[config.mk]
export PLATFORM = sky130hd
export DESIGN_NAME = pre_norm_fmuldiv_pipe
export DESIGN_NICKNAME = d
export VERILOG_FILES = /design/src/rtl/fpu_pre_pkg.sv /design/src/rtl/fpu_lzc.sv /design/src/rtl/pre_norm_fmuldiv_pipe.sv
export SDC_FILE = /design/constraint.sdc
export NUM_CORES = 1
export LEC_CHECK = 0
export CAP_MARGIN = 20
export CORE_UTILIZATION = 35
export CTS_BUF_LIST = sky130_fd_sc_hd__clkbuf_8
export DETAILED_ROUTE_END_ITERATION = 6
export GPL_TIMING_DRIVEN = 1
export PLACE_DENSITY_LB_ADDON = 0.08
export SYNTH_ARGS = -nofsm -noshare
export SYNTH_HDL_FRONTEND = slang
export SYNTH_SLANG_ARGS = --single-unit
[constraint.sdc]
create_clock -name clk -period 4.7 [get_ports clk]
set_input_delay 0.94 -clock clk [delete_from_list [all_inputs] [get_ports clk]]
set_output_delay 0.94 -clock clk [all_outputs]
set_load 0.01 [all_outputs]
[src/rtl/fpu_pre_pkg.sv]
`default_nettype none
// ============================================================================
// Module      : fpu_pre_pkg
// Description : Shared definitions for the FP multiply/divide pre-normaliser.
//               Holds the fpu_op encodings, the default field widths and the
//               per-operand class record produced by the unpack stage.
// Revision    : 1.0 - initial release
// ============================================================================
package fpu_pre_pkg;

  localparam int EXP_W_DEF  = 8;
  localparam int FRAC_W_DEF = 23;

  // Only the divide encoding is decoded; every other code selects multiply.
  localparam logic [2:0] FPU_OP_MUL = 3'b010;
  localparam logic [2:0] FPU_OP_DIV = 3'b011;

  // Operand class. Exactly one of zero/inf/nan/dn is set for a special or
  // subnormal operand; all clear means a normal number.
  typedef struct packed {
    logic zero;
    logic inf;
    logic nan;
    logic dn;
  } op_class_t;

endpackage
`default_nettype wire

[src/rtl/fpu_lzc.sv]
`default_nettype none
// ============================================================================
// Module      : fpu_lzc
// Description : Combinational leading-zero counter.
//   in_vec [WIDTH-1:0]  : vector to scan, MSB first
//   count  [CNT_W-1:0]  : number of zeros above the first set bit
//                         (WIDTH when in_vec is all zero)
// Revision    : 1.0 - initial release
// ============================================================================
module fpu_lzc #(
  parameter int WIDTH = 24,
  parameter int CNT_W = $clog2(WIDTH + 1)
) (
  input  logic [WIDTH-1:0] in_vec,
  output logic [CNT_W-1:0] count
);

  logic found;

  always_comb begin
    count = CNT_W'(WIDTH);
    found = 1'b0;
    for (int i = WIDTH - 1; i >= 0; i--) begin
      if (!found && in_vec[i]) begin
        count = CNT_W'(WIDTH - 1 - i);
        found = 1'b1;
      end
    end
  end

endmodule
`default_nettype wire

[src/rtl/pre_norm_fmuldiv_pipe.sv]
`default_nettype none
// ============================================================================
// Module      : pre_norm_fmuldiv_pipe
// Description : Two-stage pre-normaliser for FP multiply/divide.
//   S1 unpacks both operands, classifies them and left-justifies subnormal
//   mantissas. S2 forms the biased result exponent and the special-case
//   flags. Valid/ready on both sides; S2 holds while the consumer stalls.
// Ports:
//   clk, reset                : clock, async active-high reset
//   in_valid/in_ready         : input handshake
//   fpu_op, opa, opb          : operation (3'b011 divide) and packed operands
//   out_valid/out_ready       : output handshake
//   fracta, fractb            : normalised mantissas (zero for zero operands)
//   exp_out                   : signed biased result exponent, EXP_W+2 bits
//   sign, sign_exe            : signa^signb, signa&signb
//   exp_ovf..div_zero         : result class flags
// Revision    : 1.0 - initial release
// ============================================================================
module pre_norm_fmuldiv_pipe
  import fpu_pre_pkg::*;
#(
  parameter int EXP_W  = EXP_W_DEF,
  parameter int FRAC_W = FRAC_W_DEF
) (
  input  logic                      clk,
  input  logic                      reset,
  input  logic                      in_valid,
  output logic                      in_ready,
  input  logic [2:0]                fpu_op,
  input  logic [EXP_W+FRAC_W:0]     opa,
  input  logic [EXP_W+FRAC_W:0]     opb,
  output logic                      out_valid,
  input  logic                      out_ready,
  output logic [FRAC_W:0]           fracta,
  output logic [FRAC_W:0]           fractb,
  output logic [EXP_W+1:0]          exp_out,
  output logic                      sign,
  output logic                      sign_exe,
  output logic                      exp_ovf,
  output logic                      exp_unf,
  output logic                      res_inf,
  output logic                      res_nan,
  output logic                      res_zero,
  output logic                      div_zero
);

  localparam int OP_W   = 1 + EXP_W + FRAC_W;
  localparam int MANT_W = FRAC_W + 1;
  localparam int XW     = EXP_W + 2;
  localparam int LZ_W   = $clog2(MANT_W + 1);

  localparam logic signed [XW-1:0] BIAS    = XW'((2 ** (EXP_W - 1)) - 1);
  localparam logic signed [XW-1:0] EXP_MAX = XW'((2 ** EXP_W) - 1);
  localparam logic signed [XW-1:0] ONE     = XW'(1);

  // --------------------------------------------------------------------------
  // S1 combinational: unpack / classify / normalise each operand
  // --------------------------------------------------------------------------
  logic [1:0][OP_W-1:0] op_pair;
  assign op_pair = {opb, opa};

  for (genvar i = 0; i < 2; i++) begin : g_unpack
    logic [EXP_W-1:0]        e_fld;
    logic [FRAC_W-1:0]       f_fld;
    logic [LZ_W-1:0]         lz;
    op_class_t               cls;
    logic [MANT_W-1:0]       mant;
    logic signed [XW-1:0]    eff;

    assign e_fld = op_pair[i][OP_W-2:FRAC_W];
    assign f_fld = op_pair[i][FRAC_W-1:0];

    // Only the subnormal path consumes the count, so the hidden bit is
    // always scanned as 0 here.
    fpu_lzc #(.WIDTH(MANT_W), .CNT_W(LZ_W)) u_lzc (
      .in_vec ({1'b0, f_fld}),
      .count  (lz)
    );

    always_comb begin
      cls.zero = (e_fld == '0) && (f_fld == '0);
      cls.dn   = (e_fld == '0) && (f_fld != '0);
      cls.inf  = (&e_fld) && (f_fld == '0);
      cls.nan  = (&e_fld) && (f_fld != '0);
      mant     = {1'b1, f_fld};
      eff      = $signed({2'b00, e_fld});
      if (cls.zero) begin
        mant = '0;
      end else if (cls.dn) begin
        // Shift the first set bit up to the hidden-bit position; each
        // shift step costs one unit of exponent below the minimum of 1.
        mant = {1'b0, f_fld} << lz;
        eff  = ONE - $signed(XW'(lz));
      end
    end
  end

  // --------------------------------------------------------------------------
  // Handshake
  // --------------------------------------------------------------------------
  logic s1_valid_q, s1_valid_d;
  logic s2_valid_q, s2_valid_d;
  logic s1_adv;

  assign s1_adv    = !s2_valid_q || out_ready;
  assign in_ready  = !s1_valid_q || s1_adv;
  assign out_valid = s2_valid_q;

  // --------------------------------------------------------------------------
  // S1 registers
  // --------------------------------------------------------------------------
  logic                 s1_div_q,    s1_div_d;
  logic [1:0]           s1_sgn_q,    s1_sgn_d;     // bit0 = a, bit1 = b
  logic [1:0]           s1_zero_q,   s1_zero_d;
  logic [1:0]           s1_inf_q,    s1_inf_d;
  logic [1:0]           s1_nan_q,    s1_nan_d;
  logic [MANT_W-1:0]    s1_ma_q,     s1_ma_d;
  logic [MANT_W-1:0]    s1_mb_q,     s1_mb_d;
  logic signed [XW-1:0] s1_ea_q,     s1_ea_d;
  logic signed [XW-1:0] s1_eb_q,     s1_eb_d;

  always_comb begin
    s1_valid_d = s1_valid_q;
    s1_div_d   = s1_div_q;
    s1_sgn_d   = s1_sgn_q;
    s1_zero_d  = s1_zero_q;
    s1_inf_d   = s1_inf_q;
    s1_nan_d   = s1_nan_q;
    s1_ma_d    = s1_ma_q;
    s1_mb_d    = s1_mb_q;
    s1_ea_d    = s1_ea_q;
    s1_eb_d    = s1_eb_q;
    if (in_ready) begin
      s1_valid_d = in_valid;
      if (in_valid) begin
        s1_div_d  = (fpu_op == FPU_OP_DIV);
        s1_sgn_d  = {opb[OP_W-1], opa[OP_W-1]};
        s1_zero_d = {g_unpack[1].cls.zero, g_unpack[0].cls.zero};
        s1_inf_d  = {g_unpack[1].cls.inf,  g_unpack[0].cls.inf};
        s1_nan_d  = {g_unpack[1].cls.nan,  g_unpack[0].cls.nan};
        s1_ma_d   = g_unpack[0].mant;
        s1_mb_d   = g_unpack[1].mant;
        s1_ea_d   = g_unpack[0].eff;
        s1_eb_d   = g_unpack[1].eff;
      end
    end
  end

  // --------------------------------------------------------------------------
  // S2 combinational: exponent and special cases
  // --------------------------------------------------------------------------
  logic signed [XW-1:0] exp_calc;
  logic nan_c, inf_c, zero_c, dz_c, special_c;

  always_comb begin
    nan_c  = 1'b0;
    inf_c  = 1'b0;
    zero_c = 1'b0;
    dz_c   = 1'b0;
    if (s1_div_q) begin
      exp_calc = s1_ea_q - s1_eb_q + BIAS;
      nan_c    = (|s1_nan_q) || (&s1_zero_q) || (&s1_inf_q);
      if (!nan_c) begin
        // With NaN excluded, a non-inf non-zero dividend is finite nonzero.
        dz_c   = !s1_inf_q[0] && !s1_zero_q[0] && s1_zero_q[1];
        inf_c  = s1_inf_q[0] || dz_c;
        zero_c = s1_zero_q[0] || s1_inf_q[1];
      end
    end else begin
      exp_calc = s1_ea_q + s1_eb_q - BIAS;
      nan_c    = (|s1_nan_q) || (s1_zero_q[0] && s1_inf_q[1]) ||
                 (s1_inf_q[0] && s1_zero_q[1]);
      if (!nan_c) begin
        inf_c  = |s1_inf_q;
        zero_c = |s1_zero_q;
      end
    end
    special_c = nan_c || inf_c || zero_c;
  end

  // --------------------------------------------------------------------------
  // S2 / output registers
  // --------------------------------------------------------------------------
  logic [MANT_W-1:0] fracta_q,   fracta_d;
  logic [MANT_W-1:0] fractb_q,   fractb_d;
  logic [XW-1:0]     exp_out_q,  exp_out_d;
  logic              sign_q,     sign_d;
  logic              sign_exe_q, sign_exe_d;
  logic              exp_ovf_q,  exp_ovf_d;
  logic              exp_unf_q,  exp_unf_d;
  logic              res_inf_q,  res_inf_d;
  logic              res_nan_q,  res_nan_d;
  logic              res_zero_q, res_zero_d;
  logic              div_zero_q, div_zero_d;

  always_comb begin
    s2_valid_d = s2_valid_q;
    fracta_d   = fracta_q;
    fractb_d   = fractb_q;
    exp_out_d  = exp_out_q;
    sign_d     = sign_q;
    sign_exe_d = sign_exe_q;
    exp_ovf_d  = exp_ovf_q;
    exp_unf_d  = exp_unf_q;
    res_inf_d  = res_inf_q;
    res_nan_d  = res_nan_q;
    res_zero_d = res_zero_q;
    div_zero_d = div_zero_q;
    if (s1_adv) begin
      s2_valid_d = s1_valid_q;
      // Leave the output registers untouched on bubbles.
      if (s1_valid_q) begin
        fracta_d   = s1_ma_q;
        fractb_d   = s1_mb_q;
        exp_out_d  = exp_calc;
        sign_d     = s1_sgn_q[0] ^ s1_sgn_q[1];
        sign_exe_d = s1_sgn_q[0] & s1_sgn_q[1];
        exp_ovf_d  = !special_c && (exp_calc >= EXP_MAX);
        exp_unf_d  = !special_c && (exp_calc[XW-1] || (exp_calc == '0));
        res_inf_d  = inf_c;
        res_nan_d  = nan_c;
        res_zero_d = zero_c;
        div_zero_d = dz_c;
      end
    end
  end

  always_ff @(posedge clk or posedge reset) begin
    if (reset) begin
      s1_valid_q <= 1'b0;
      s1_div_q   <= 1'b0;
      s1_sgn_q   <= '0;
      s1_zero_q  <= '0;
      s1_inf_q   <= '0;
      s1_nan_q   <= '0;
      s1_ma_q    <= '0;
      s1_mb_q    <= '0;
      s1_ea_q    <= '0;
      s1_eb_q    <= '0;
      s2_valid_q <= 1'b0;
      fracta_q   <= '0;
      fractb_q   <= '0;
      exp_out_q  <= '0;
      sign_q     <= 1'b0;
      sign_exe_q <= 1'b0;
      exp_ovf_q  <= 1'b0;
      exp_unf_q  <= 1'b0;
      res_inf_q  <= 1'b0;
      res_nan_q  <= 1'b0;
      res_zero_q <= 1'b0;
      div_zero_q <= 1'b0;
    end else begin
      s1_valid_q <= s1_valid_d;
      s1_div_q   <= s1_div_d;
      s1_sgn_q   <= s1_sgn_d;
      s1_zero_q  <= s1_zero_d;
      s1_inf_q   <= s1_inf_d;
      s1_nan_q   <= s1_nan_d;
      s1_ma_q    <= s1_ma_d;
      s1_mb_q    <= s1_mb_d;
      s1_ea_q    <= s1_ea_d;
      s1_eb_q    <= s1_eb_d;
      s2_valid_q <= s2_valid_d;
      fracta_q   <= fracta_d;
      fractb_q   <= fractb_d;
      exp_out_q  <= exp_out_d;
      sign_q     <= sign_d;
      sign_exe_q <= sign_exe_d;
      exp_ovf_q  <= exp_ovf_d;
      exp_unf_q  <= exp_unf_d;
      res_inf_q  <= res_inf_d;
      res_nan_q  <= res_nan_d;
      res_zero_q <= res_zero_d;
      div_zero_q <= div_zero_d;
    end
  end

  assign fracta   = fracta_q;
  assign fractb   = fractb_q;
  assign exp_out  = exp_out_q;
  assign sign     = sign_q;
  assign sign_exe = sign_exe_q;
  assign exp_ovf  = exp_ovf_q;
  assign exp_unf  = exp_unf_q;
  assign res_inf  = res_inf_q;
  assign res_nan  = res_nan_q;
  assign res_zero = res_zero_q;
  assign div_zero = div_zero_q;

endmodule
`default_nettype wire

==> impl_metrics.yaml <==
final_layout:
  area_growth_pct: 26.5
  drive_gt1_share_pct: 16.2
  n_antenna_cell: 0
  final_common_cell: "dfrtp_1"
  layout_common_cells: "dfrtp_1, clkdlybuf4s50_1, nand2_1"
  nNetsFinal: 1403
synthesis:
  synthArstFlopShare_pct: 100
  synth-xor-area-share_pct: 1.04
  synthSimpleGateAreaFrac_pct: 16.4
  synth_top_family_by_area: "compound AO/OA/AOI/OAI gates"
  yosysSeqAreaShare_pct: 35.5
  synthAdderAreaFrac_pct: 4.99
  yosys.area.top_type: "dfrtp_1"
  synth_compound_area_share_pct: 21.7
  synth_ff_type: "dfrtp_1"
  syn_area_per_cell_um2: 8.92
  post_synth_num_cell_types: 78
  synth_area_mm2: 0.0101
  syn_inst: 1129
  synth_edf_count: 0
  yosys_warnings: 0
  synth_area_leaders: "dfrtp_1, mux2i_1, mux2_2"
  synth.mux.area_fraction_pct: 15.3
  syn-num-nets: 1239
  synth_top_area_share_pct: 35.5
  synth-seq-cells: 143
worst_setup_path:
  worstReg2RegEnd: "exp_ovf$_DFFE_PP0P_"
  crit_fanout: 18
  worst-setup-path-type: "in -> reg"
  required_ns: 5.11
  r2r-start: "s1_ea_q[1]$_DFFE_PP0P_"
  crit_start: "opa[20]"
  crit_path_end_kind: "flop"
  cp-endpoint: "s1_ma_q[13]$_DFFE_PP0P_"
  reg2reg_slack_ns: 1.49
  reg2reg_depth: 12
  crit_arrival_ns: 4.33
  cp-start-kind: "input port"
placement:
  hpwl_mm: 26.8
  post-place-ws_ns: 0.389
  port_buffers: 138
  gp_congestion: 0.908
floorplanning:
  die_h_um: 172
  core_mm2: 0.0280
  die_area_mm2: 0.0295
  num_io_pins: 139
  dieWidth_um: 172
  start_util_pct: 36.0
  fp-row-count: 61
cts:
  cts_repair_resize_count: 0
  cts_buffers: 17
  clockBufferDepth: 2
  clock_latency_ns: 0.46
  cts_root_buf: "clkbuf_8"
  clkTransAtPathRegs_ns: 0.11
  cts_tree: "done"
  h-tree-depth: 4
  post_cts_buffers: 0
  hold_buffers: 0
  cts.sinks: 143
sta:
  finalSetupViolations: 0
  finalCritPeriodShare_pct: 83.4
  post-route-min-period_ns: 3.92
  relSlewSlack_pct: 32.1
  slew_viol_final: 0
  setup_tns_ns: 0
  finClkSkew_ns: 0.0254
  grt_setup_unrepaired: "false"
  finalHoldViolations: 0
  fmax_ghz: 0.255
  worst_slew_pin_slew_ns: 1.02
  setup_slack_ns: 0.782
global_route:
  grt.overflow.total: 0
  grt_first_pass_wirelength_mm: 55.2
  first_global_vias: 9233
  grt_max_degree: 144
  track_usage_pct: 25.0
  grtUsageMet1_pct: 37.0
  antenna_found_initial: 1
  grt_use_met3_pct: 3.43
  met2_usage_pct: 37.2
  grt.busiest_layer: "met2"
power:
  leakagePower_uw: 0.00543
  p_per_area_mw_per_mm2: 347
  vdd_drop_max_mv: 0.172
routing:
  totalWireLength_mm: 35.9
  drtIter0Drc: 752
  drc: 0
  viasPerCell: 5.64
  routedWlPerCell_um: 21.3
  vias: 9493
  dr.pass1.iters: 5
  detail-route-antenna-nets: 0
min_path:
  min_path_type: "reg -> reg"
status:
  outcome: "complete, no violations"
run:
  maxCapViolCount: 0
worst max-delay path: stages:
cell	delay, ns
clkdlybuf4s50_1	0.51
or3_1	0.58
nor4_4	0.48
nand4_1	0.18
nand3_2	0.15
inv_4	0.12
buf_4	0.19
mux2i_1	0.11
mux2_2	0.27
o22ai_1	0.38
o21ai_0	0.18
buf_4	0.17
nand2_1	0.06
Yosys cell counts (13+ instances only):
cell type / n
a22oi_1: 20
ha_1: 37
mux2i_1: 76
clkbuf_1: 48
nor4_1: 15
inv_1: 41
nor3_1: 25
a211oi_1: 13
o21ai_0: 90
nand3_1: 28
nor2_1: 80
dfrtp_1: 143
a21oi_1: 66
nand2_1: 120
mux2_2: 67
area by class of cell:
type | instances | area (µm²)
Inverter | 44 | 174
Sequential cell | 143 | 3580
Multi-Input combinational cell | 866 | 6020
Timing Repair Buffer | 221 | 2020
Clock buffer | 19 | 262
Fill cell | 2834 | 15300
Clock inverter | 13 | 209
Tap cell | 378 | 473
flip-flops by register name, indices dropped and copies added (netlist names):
name	flops
res_nan	1
div_zero	1
res_zero	1
exp_ovf	1
s1_mb_q	24
s1_div_q	1
out_valid	1
s1_eb_q	9
s1_nan_q	2
exp_out	10
s1_ma_q	24
s1_sgn_q	2
s1_zero_q	2
fractb	24
sign_exe	1
s1_valid_q	1
res_inf	1
s1_inf_q	2
sign	1
s1_ea_q	9
exp_unf	1
fracta	24
metrics by stage:
stage                     total power [µW]  instance area [µm²]  cells  util [%]  hold slack [ns]
after detailed placement              3250                12300   1652      43.8            0.470
after global routing                  4690                12700   1684      45.5            0.507
final                                 4420                12700   1684      45.5            0.479
after CTS                             4470                12700   1684      45.5            0.489
after global placement                3250                12300   1652      43.8            0.462
after floorplan                       2510                10100   1129         -            0.435
report_power, final:
part / internal (µW) / switching (µW)
sequential: 1470 / 155
combinational: 804 / 799
clock: 663 / 526
logic make-up after synthesis:
| kind of cell | after synthesis |
|---|---|
| flops | 143 |
| simple gates | 339 |
| buf+inv | 120 |
| fa+ha+maj | 39 |
| xor+xnor | 12 |
| mux | 145 |
| compound gates | 331 |
worst min path at each step:
stage / start / endpoint / cells after the start
3_5_place_dp: exp_out[0]$_DFFE_PP0P_ / exp_out[0]$_DFFE_PP0P_ / 2
6_report: div_zero$_DFFE_PP0P_ / div_zero$_DFFE_PP0P_ / 2
2_1_floorplan: s1_mb_q[1]$_DFFE_PP0P_ / s1_mb_q[1]$_DFFE_PP0P_ / 2
3_3_place_gp: s1_ma_q[3]$_DFFE_PP0P_ / s1_ma_q[3]$_DFFE_PP0P_ / 2
5_1_grt: s1_ma_q[23]$_DFFE_PP0P_ / s1_ma_q[23]$_DFFE_PP0P_ / 2
4_1_cts: div_zero$_DFFE_PP0P_ / div_zero$_DFFE_PP0P_ / 2
metal layers:
layer / up-vias / wire (µm) / share of wire [%]
met5: - / 13 / 0.036
met4: 2 / 708 / 2.0
met3: 43 / 1940 / 5.4
met2: 341 / 15500 / 43
met1: 4603 / 17700 / 49
li1: 4504 / - / -
Power figures use the tool's default switching activity.
